File: src/rtl/scan_decoder_pkg.sv
// Shared types and helpers for the scan_decoder one-hot select decoder.
// Holds the FSM state encoding, blanking gap length and the one-hot decode function.
package scan_decoder_pkg;

  typedef enum logic [1:0] {
    ST_IDLE,
    ST_MANUAL,
    ST_SCAN,
    ST_BLANK
  } state_t;

  localparam int BLANK_CYCLES = 2;
  localparam int MAX_OUT      = 256;

  // Returns a MAX_OUT-wide vector; callers keep the low N_OUT bits.
  function automatic logic [MAX_OUT-1:0] onehot_dec(input int unsigned sel, input int unsigned n);
    logic [MAX_OUT-1:0] v;
    v = '0;
    if (sel < n) v[sel[7:0]] = 1'b1;
    return v;
  endfunction

endpackage

File: src/rtl/scan_decoder_dwell_counter.sv
// Loadable down-counter that times how long each scan channel stays active.
// o_done is high while the count sits at zero (final cycle of the channel).
module scan_decoder_dwell_counter #(
  parameter int DWELL_W = 16
) (
  input  logic               clk,
  input  logic               rst,
  input  logic               i_load,
  input  logic [DWELL_W-1:0] i_load_val,
  input  logic               i_dec,
  output logic [DWELL_W-1:0] o_count,
  output logic               o_done
);

  logic [DWELL_W-1:0] r_count;

  always_ff @(posedge clk) begin
    if (rst) begin
      r_count <= '0;
    end else if (i_load) begin
      r_count <= i_load_val;
    end else if (i_dec && (r_count != '0)) begin
      r_count <= r_count - 1'b1;
    end
  end

  assign o_count = r_count;
  assign o_done  = (r_count == '0);

endmodule

File: src/rtl/scan_decoder.sv
// Registered one-hot select decoder with manual decode and timed auto-scan modes.
// Define SCAN_DECODER_BLANK_EN to insert a BLANK_CYCLES all-zero gap between scan channels.
module scan_decoder
  import scan_decoder_pkg::*;
#(
  parameter int N_OUT   = 8,
  parameter int SEL_W   = 3,
  parameter int DWELL_W = 16
) (
  input  logic               clk,
  input  logic               rst,
  input  logic               en,
  input  logic               mode,
  input  logic [SEL_W-1:0]   sel_in,
  input  logic [DWELL_W-1:0] dwell,
  output logic [N_OUT-1:0]   dout,
  output logic [SEL_W-1:0]   cur_sel,
  output logic               valid,
  output logic               wrap
);

  localparam logic [SEL_W-1:0] LAST_IDX = SEL_W'(N_OUT - 1);

  state_t             r_state;
  logic [SEL_W-1:0]   r_idx;
  logic [N_OUT-1:0]   r_dout;
  logic [SEL_W-1:0]   r_cur_sel;
  logic               r_valid;
  logic               r_wrap;
`ifdef SCAN_DECODER_BLANK_EN
  logic [1:0]         r_blank;
`endif

  logic [DWELL_W-1:0] w_cnt;
  logic               w_done;
  logic               w_start;
  logic [SEL_W-1:0]   w_start_idx;
  logic [SEL_W-1:0]   w_next_idx;
  logic               w_sel_ok;
  logic               w_cnt_load;
  logic [DWELL_W-1:0] w_cnt_val;
  logic               w_cnt_dec;

  // w_start marks an edge that begins a fresh channel and reloads the dwell counter.
  always_comb begin
    w_next_idx  = (r_idx == LAST_IDX) ? '0 : r_idx + 1'b1;
    w_sel_ok    = ({1'b0, sel_in} < (SEL_W + 1)'(N_OUT));
    w_start     = 1'b0;
    w_start_idx = '0;
    if (en && mode) begin
      if ((r_state == ST_IDLE) || (r_state == ST_MANUAL)) begin
        w_start = 1'b1;
`ifdef SCAN_DECODER_BLANK_EN
      end else if ((r_state == ST_BLANK) && (r_blank == '0)) begin
        w_start     = 1'b1;
        w_start_idx = r_idx;
`else
      end else if ((r_state == ST_SCAN) && w_done) begin
        w_start     = 1'b1;
        w_start_idx = w_next_idx;
`endif
      end
    end
    w_cnt_load = !en || w_start;
    w_cnt_val  = w_start ? dwell : '0;
    w_cnt_dec  = en && mode && (r_state == ST_SCAN);
  end

  scan_decoder_dwell_counter #(
    .DWELL_W (DWELL_W)
  ) u_dwell (
    .clk        (clk),
    .rst        (rst),
    .i_load     (w_cnt_load),
    .i_load_val (w_cnt_val),
    .i_dec      (w_cnt_dec),
    .o_count    (w_cnt),
    .o_done     (w_done)
  );

  always_ff @(posedge clk) begin
    if (rst) begin
      r_state   <= ST_IDLE;
      r_idx     <= '0;
      r_dout    <= '0;
      r_cur_sel <= '0;
      r_valid   <= 1'b0;
      r_wrap    <= 1'b0;
`ifdef SCAN_DECODER_BLANK_EN
      r_blank   <= '0;
`endif
    end else if (!en) begin
      r_state   <= ST_IDLE;
      r_idx     <= '0;
      r_dout    <= '0;
      r_cur_sel <= '0;
      r_valid   <= 1'b0;
      r_wrap    <= 1'b0;
    end else if (!mode) begin
      r_state   <= ST_MANUAL;
      r_idx     <= '0;
      r_dout    <= N_OUT'(onehot_dec(32'(sel_in), N_OUT));
      r_cur_sel <= w_sel_ok ? sel_in : '0;
      r_valid   <= w_sel_ok;
      r_wrap    <= 1'b0;
    end else if (w_start) begin
      r_state   <= ST_SCAN;
      r_idx     <= w_start_idx;
      r_dout    <= N_OUT'(onehot_dec(32'(w_start_idx), N_OUT));
      r_cur_sel <= w_start_idx;
      r_valid   <= 1'b1;
      r_wrap    <= (w_start_idx == LAST_IDX) && (dwell == '0);
    end else if (r_state == ST_SCAN) begin
`ifdef SCAN_DECODER_BLANK_EN
      if (w_done) begin
        r_state   <= ST_BLANK;
        r_idx     <= w_next_idx;
        r_dout    <= '0;
        r_cur_sel <= '0;
        r_valid   <= 1'b0;
        r_wrap    <= 1'b0;
        r_blank   <= 2'(BLANK_CYCLES - 1);
      end else
`endif
      // Wrap is raised for the cycle in which the last channel's count reaches zero.
      r_wrap <= (r_idx == LAST_IDX) && (w_cnt == DWELL_W'(1));
`ifdef SCAN_DECODER_BLANK_EN
    end else if (r_state == ST_BLANK) begin
      r_blank <= r_blank - 1'b1;
`endif
    end
  end

  assign dout    = r_dout;
  assign cur_sel = r_cur_sel;
  assign valid   = r_valid;
  assign wrap    = r_wrap;

endmodule

File: config.mk
export PLATFORM = sky130hd
export DESIGN_NAME = scan_decoder
export DESIGN_NICKNAME = d
export VERILOG_FILES = /design/src/rtl/scan_decoder_pkg.sv /design/src/rtl/scan_decoder_dwell_counter.sv /design/src/rtl/scan_decoder.sv
export SDC_FILE = /design/constraint.sdc
export NUM_CORES = 1
export LEC_CHECK = 0
export ABC_AREA = 1
export CORE_MARGIN = 10
export CORE_UTILIZATION = 58
export DETAILED_ROUTE_END_ITERATION = 16
export PLACE_DENSITY = 0.85
export SLEW_MARGIN = 10
export SYNTH_ARGS = -nofsm -noshare
export SYNTH_HDL_FRONTEND = slang
export SYNTH_SLANG_ARGS = --single-unit
File: constraint.sdc
create_clock -name clk -period 3.5 [get_ports clk]
set_clock_uncertainty 0.1 [all_clocks]
set_input_delay 0.7 -clock clk [delete_from_list [all_inputs] [get_ports clk]]
set_output_delay 0.7 -clock clk [all_outputs]
set_load 0.02 [all_outputs]
== After elaboration in Yosys (flattened, before gate mapping) ==
Cells that the tools add are included.
Word-level totals
  register bits: 34
  input bits: 23
  output and inout port bits: 13
  logic and storage cells: 65
Operators by class
  add/subtract/negate cells: 2
  bitwise operators: 2
  mux-type cells: 24
  magnitude comparators: 4
  equality and inequality tests: 6
  reductions and logical operators: 19
Operator list (number)
  16-bit 2-to-1 mux: 3
  16-bit zero test: 2
  3-bit by 9-bit < comparator with 1-bit output, second input constant: 2
  3-bit 2-to-1 mux: 6
  16-bit by 1-bit == test with 1-bit output, second input constant: 1
  8-bit 2-to-1 mux: 2
  16-bit nonzero test: 1
  16-bit by 1-bit subtractor with 16-bit output, second input constant: 1
  1-bit 2-to-1 mux: 11
  1-bit logical AND: 8
  1-bit demux with 3-bit select: 2
  3-bit == test, second input constant: 2
  3-bit by 1-bit greater-or-equal comparator with 1-bit output, second input constant: 2
  2-bit nonzero test: 2
  3-bit by 1-bit adder with 3-bit output, second input constant: 1
  3-bit OR reduction: 1
  2-bit by 1-bit == test with 1-bit output, second input constant: 1
  2-bit == test, second input constant: 1
  2-bit zero test: 1
  1-bit logical OR: 2
  2-bit by 1-bit != test with 1-bit output, second input constant: 1
  1-bit NOT: 2
  2-bit OR reduction: 1
  1-bit zero test: 1

== Longest topological paths before layout ==
  word-level depth: 11
  depth in mapped cells: 12

== Modules after synthesis ==
From an unflattened synthesis, not the netlist that was laid out.
Unflattened totals
  cell total of the unflattened synthesis: 402
  area total of the unflattened synthesis: 2338.5 µm²
By module, submodules not included
  scan_decoder_dwell_counter: cells each 212, area each 1194.9 µm², instances 1
  scan_decoder: cells each 190, area each 1143.6 µm², instances 1

== Worst setup path before layout ==
Ideal clock, no wire load.
  path kind: input port to flip-flop
  from: input en
  to: register r_dout[7], in the netlist dout[7]
  stages: 11
  slack: 1.567 ns
  arrival time: 1.769 ns
  data required time: 3.336 ns
  path buffers: 1
  library setup time: 0.064 ns
  cell sequence: buf_4 > nand2_2 > nor2_2 > inv_1 > nor2_1 > nand2_1 > nor2_2 > nand2_1 > nand2_1 > nor2_1 > nor2_1
Between the ends
  cells in the longest elaborated chain, start to end: 8
  elaborated cells on any way between the ends: 13
  those cells by class: order compare (2); eq/ne (1); mux (6); bitwise (1); reduce/logical (3)
Ends and longest elaborated chain
  from (decl): line scan_decoder.sv:12  | input logic en,
  1-bit logical AND: line scan_decoder.sv:50  | if (en && mode) begin
  3-bit 2-to-1 mux: line scan_decoder.sv:50
  3-bit by 9-bit < comparator with 1-bit output (implied by the code) / 3-bit by 1-bit greater-or-equal comparator with 1-bit output (equally long branches): line scan_decoder_pkg.sv:19  | if (sel < n) v[sel[7:0]] = 1'b1;
  1-bit logical AND (implied by the code): line scan_decoder_pkg.sv:19
  1-bit 2-to-1 mux (implied by the code): line scan_decoder_pkg.sv:19
  1-bit demux with 3-bit select: line scan_decoder_pkg.sv:19
  8-bit 2-to-1 mux: line scan_decoder.sv:106  | end else if (w_start) begin
  8-bit 2-to-1 mux: line scan_decoder.sv:99  | end else if (!mode) begin
  to (signal assigned): line scan_decoder.sv:102  | r_dout <= N_OUT'(onehot_dec(32'(sel_in), N_OUT));
  to (signal assigned): line scan_decoder.sv:109  | r_dout <= N_OUT'(onehot_dec(32'(w_start_idx), N_OUT));
  to (decl): line scan_decoder.sv:26  | logic [N_OUT-1:0] r_dout;
Parallel ways exist; a longest one is shown, timed or not. The select of a mux whose other input is x is not followed.
A chain may end at the register's enable or synchronous reset.

== Final worst setup path ==
  from: input mode
  to: register u_dwell.r_count[15], in the netlist u_dwell.o_count[15]
Between the ends
  cells in the longest elaborated chain, start to end: 4
  elaborated cells on any way between the ends: 8
  those cells by class: mux (3); reduce/logical (5)
Ends and longest elaborated chain
  from (decl): line scan_decoder.sv:13  | input logic mode,
  1-bit logical AND *: line scan_decoder.sv:50, scan_decoder.sv:66
  1-bit 2-to-1 mux / 1-bit logical AND (equally long branches): line scan_decoder.sv:50, scan_decoder.sv:66
  16-bit 2-to-1 mux, or another cell as far along: line scan_decoder.sv:65  | w_cnt_val = w_start ? dwell : '0;
  16-bit 2-to-1 mux / 2-bit nonzero test (equally long branches)
  to (signal assigned): line scan_decoder_dwell_counter.sv:21  | r_count <= i_load_val;
  to (signal assigned): line scan_decoder_dwell_counter.sv:23  | r_count <= r_count - 1'b1;
  to (decl): line scan_decoder_dwell_counter.sv:15  | logic [DWELL_W-1:0] r_count;
Every way passes the cells marked *; elsewhere a longest branch is shown, timed or not.

==> results.py <==
metrics = {
    "critical_path": {
        "crit_fanout": 15,
        "critPathKind": "input pin to flip-flop",
        "worst_setup_path_end_kind": "flip-flop",
        "r2r_end": "u_dwell.o_count[15]$_SDFFE_PP0P_",
        "critPathSlowestCell": "clkdlybuf4s50_1",
        "r2r_slack_ns": 1.30,
        "start_kind": "input pin",
        "arrival_ns": 2.67,
        "critPathMaxStageDelay_ns": 0.58,
        "cp.required_ns": 3.63,
        "crit_chain": "clkdlybuf4s50_1 -> nand2_2 -> inv_1 -> nand2_2 -> nand2_1 -> nor2_2 -> nor2_1 -> nor2_1",
        "reg2reg_depth": 10,
        "r2r-start": "u_dwell.o_count[0]$_SDFFE_PP0P_",
    },
    "floorplanning": {
        "start_util_pct": 59.5,
        "die_area_mm2": 0.00699,
        "io_pins": 36,
        "fp.dieH_um": 83.6,
        "rows": 23,
        "core_mm2": 0.00394,
        "die_x_um": 83.6,
    },
    "yosys": {
        "syn_area_per_cell_um2": 6.04,
        "syn_area_mm2": 0.00234,
        "yosysSeqAreaShare_pct": 29.0,
        "synth_flop_cell": "dfxtp_1",
        "synth_edf_count": 0,
        "yosysWarnings": 0,
        "async_flop_share_pct": 0,
        "synthTopCellsByArea": "dfxtp_1 (29%), nand2_1 (17%), nor2_1 (12%)",
        "synthCells": 388,
        "synthesis.nets": 416,
        "synth_top_cell_by_area": "dfxtp_1",
        "ys_seq_elements": 34,
        "netlist.area_leader.share_pct": 29.0,
        "synth_cell_types": 28,
    },
    "power_and_ir_drop": {
        "p_leak_nw": 1.31,
        "p_per_area_mw_per_mm2": 382,
        "irDropWorstVdd_uv": 244,
    },
    "clocking": {
        "cts_setup_buffers": 0,
        "clock-sinks": 34,
        "cts_tree": "built",
        "htree_levels": 2,
        "post_cts_resized": 0,
        "cts_made_buffers": 5,
        "path_clk_slew_ns": 0.07,
        "cts_hold_buf": 0,
        "clkLatencyLatePin_ns": 0.29,
        "cts_root_buf": "clkbuf_8",
        "cts_buffer_depth": 2,
    },
    "routing": {
        "dr_total_vias": 2435,
        "routedWlPerCell_um": 12.6,
        "first_pass_iters": 4,
        "drc": 0,
        "drt_iter0_markers": 174,
        "ant_nets": 0,
        "finalWirelength_um": 5930,
        "routed_via_density": 5.17,
    },
    "global_route": {
        "grt.overflow.total": 0,
        "antenna_found_initial": 0,
        "grt.total_usage_pct": 17.2,
        "grt_pass1_vias": 2340,
        "grt_pass1_wl_um": 10500,
        "grt_max_degree": 35,
    },
    "finish": {
        "area_growth_syn_to_layout_pct": 19.3,
        "drive_above_1_share_pct": 7.36,
        "fin_nets": 448,
        "diodes": 0,
        "fillCellCount": 352,
    },
    "status": {
        "status": "complete, no violations",
    },
    "flow_run": {
        "maxCapViolations": 0,
    },
    "sta": {
        "tightest_slew_ns": 0.694,
        "hold_viol": 0,
        "tns_ns": 0,
        "finalCritPeriodShare_pct": 72.3,
        "finalCriticalPeriod_ns": 2.53,
        "finalSetupViolations": 0,
        "drv_slew": 0,
        "hold-worst-slack_ns": 0.362,
        "maxSlewHeadroom_pct": 53.7,
        "rsz0062_at_grt": "false",
        "fmax_mhz": 395,
    },
    "min_path": {
        "holdPathStages": 2,
        "worst_hold_path_type": "flip-flop to flip-flop",
        "whs_endpoint": "cur_sel[0]$_SDFFE_PP0P_",
        "min_from": "cur_sel[0]$_SDFFE_PP0P_",
    },
    "place": {
        "io_buffer_count": 35,
        "gp_congestion": 0.874,
        "hpwl_um": 4240,
    },
}
==> per-layer routing <==
layer / vias to the layer above / track usage [%] / share of wire [%] / routed length, µm
li1: 1287 / - / - / -
met1: 1095 / 18.4 / 45 / 2640
met2: 45 / 32.4 / 51 / 3020
met3: 8 / 3.81 / 3.6 / 212
met4: 0 / 4.72 / 0.93 / 55
met5: - / 0 / 0 / 0
==> power by group <==
| part | internal [mW] | switching (mW) | leakage (nW) |
|---|---|---|---|
| combinational | 0.113 | 0.178 | 0.977 |
| clock | 0.199 | 0.151 | 0.0575 |
| sequential | 0.409 | 0.0201 | 0.279 |
| total | 0.721 | 0.348 | 1.31 |
==> cells in the mapped netlist (2+ instances only) <==
library cell and n:
dfxtp_1 34, o21ai_0 12, nor3_1 3, buf_6 5
ha_1 5, nor4_1 4, clkbuf_1 3, buf_2 2
nand3_1 32, nand2_1 109, nor2_1 72, nor2_2 10
xor2_1 7, a21oi_1 12, inv_1 46, buf_1 2
nand2_2 4, nand4_1 16
==> cells in the final DEF (no fill, tap or decap) <==
master | Yosys | final
nand3_1 | 32 | 32
nand4_1 | 16 | 16
clkinv_1 | 1 | 1
a21oi_2 | 1 | 1
nor2_2 | 10 | 10
inv_2 | 1 | 1
dfxtp_1 | 34 | 34
a211oi_1 | 1 | 1
nand2_1 | 109 | 109
nor4_1 | 4 | 4
nand2_4 | 1 | 1
xor2_1 | 7 | 7
ha_1 | 5 | 5
buf_4 | 1 | 3
a21oi_1 | 12 | 12
nand3_4 | 1 | 1
nor2_4 | 1 | 1
nand2_2 | 4 | 4
a21oi_4 | 1 | 1
inv_1 | 46 | 46
clkbuf_8 | 0 | 8
a21boi_0 | 1 | 1
o21ai_0 | 12 | 12
nor2_1 | 72 | 72
nor3_1 | 3 | 3
clkdlybuf4s50_1 | 0 | 35
==> worst max-delay path by stage <==
stage / endpoint / depth (start not counted) / slack [ns] / startpoint
final: u_dwell.o_count[15]$_SDFFE_PP0P_ / 8 / 0.97 / mode
after CTS: u_dwell.o_count[15]$_SDFFE_PP0P_ / 8 / 0.99 / mode
after global placement: u_dwell.o_count[0]$_SDFFE_PP0P_ / 8 / 0.79 / mode
after detailed placement: u_dwell.o_count[15]$_SDFFE_PP0P_ / 8 / 0.73 / mode
after global routing: u_dwell.o_count[11]$_SDFFE_PP0P_ / 8 / 0.80 / mode
after floorplan: dout[7]$_SDFFE_PP0P_ / 11 / 1.57 / en
==> worst max-delay path: cells and delay by family <==
kind / cells / cell delay (ns)
buffers and inverters: 2 / 0.68
and+or+nand+nor: 6 / 1.28
==> cell type report <==
class                   instances  area, µm²  share of cell area, %
repair buffers                 38        373                   13.3
clock buffers                   8        110                   3.94
flip-flops and latches         34        681                   24.3
well taps                      50       62.6                   2.24
inverters                      48        180                   6.44
multi-input cells             293       1390                   49.7
==> state kept, by name, indices dropped and copies added (netlist names) <==
| register | cells |
|---|---|
| dout | 8 |
| r_state | 2 |
| r_idx | 3 |
| u_dwell.o_count | 16 |
| valid | 1 |
| cur_sel | 3 |
| wrap | 1 |
==> cells by family after synthesis <==
kind of cell / count (synthesis) / share of synthesized area [%]
AND/OR/NAND/NOR: 253 / 47.2
buffers and inverters: 61 / 11.6
flip-flops: 34 / 29.0
AO/OA/AOI/OAI: 28 / 6.83
XOR/XNOR: 7 / 2.61
adder cells (fa/ha/maj): 5 / 2.67
==> per-stage QoR <==
step,setup WS [ns],cells,util [%],power (mW),instance area (µm²)
after CTS,0.990,471,71.0,1.07,2800
after global routing,0.802,471,71.0,1.13,2800
after floorplan,1.57,388,-,0.650,2340
final,0.968,471,71.0,1.07,2800
after detailed placement,0.734,463,68.2,0.724,2690
after global placement,0.788,463,68.2,0.720,2690
Power figures use the tool's default switching activity.
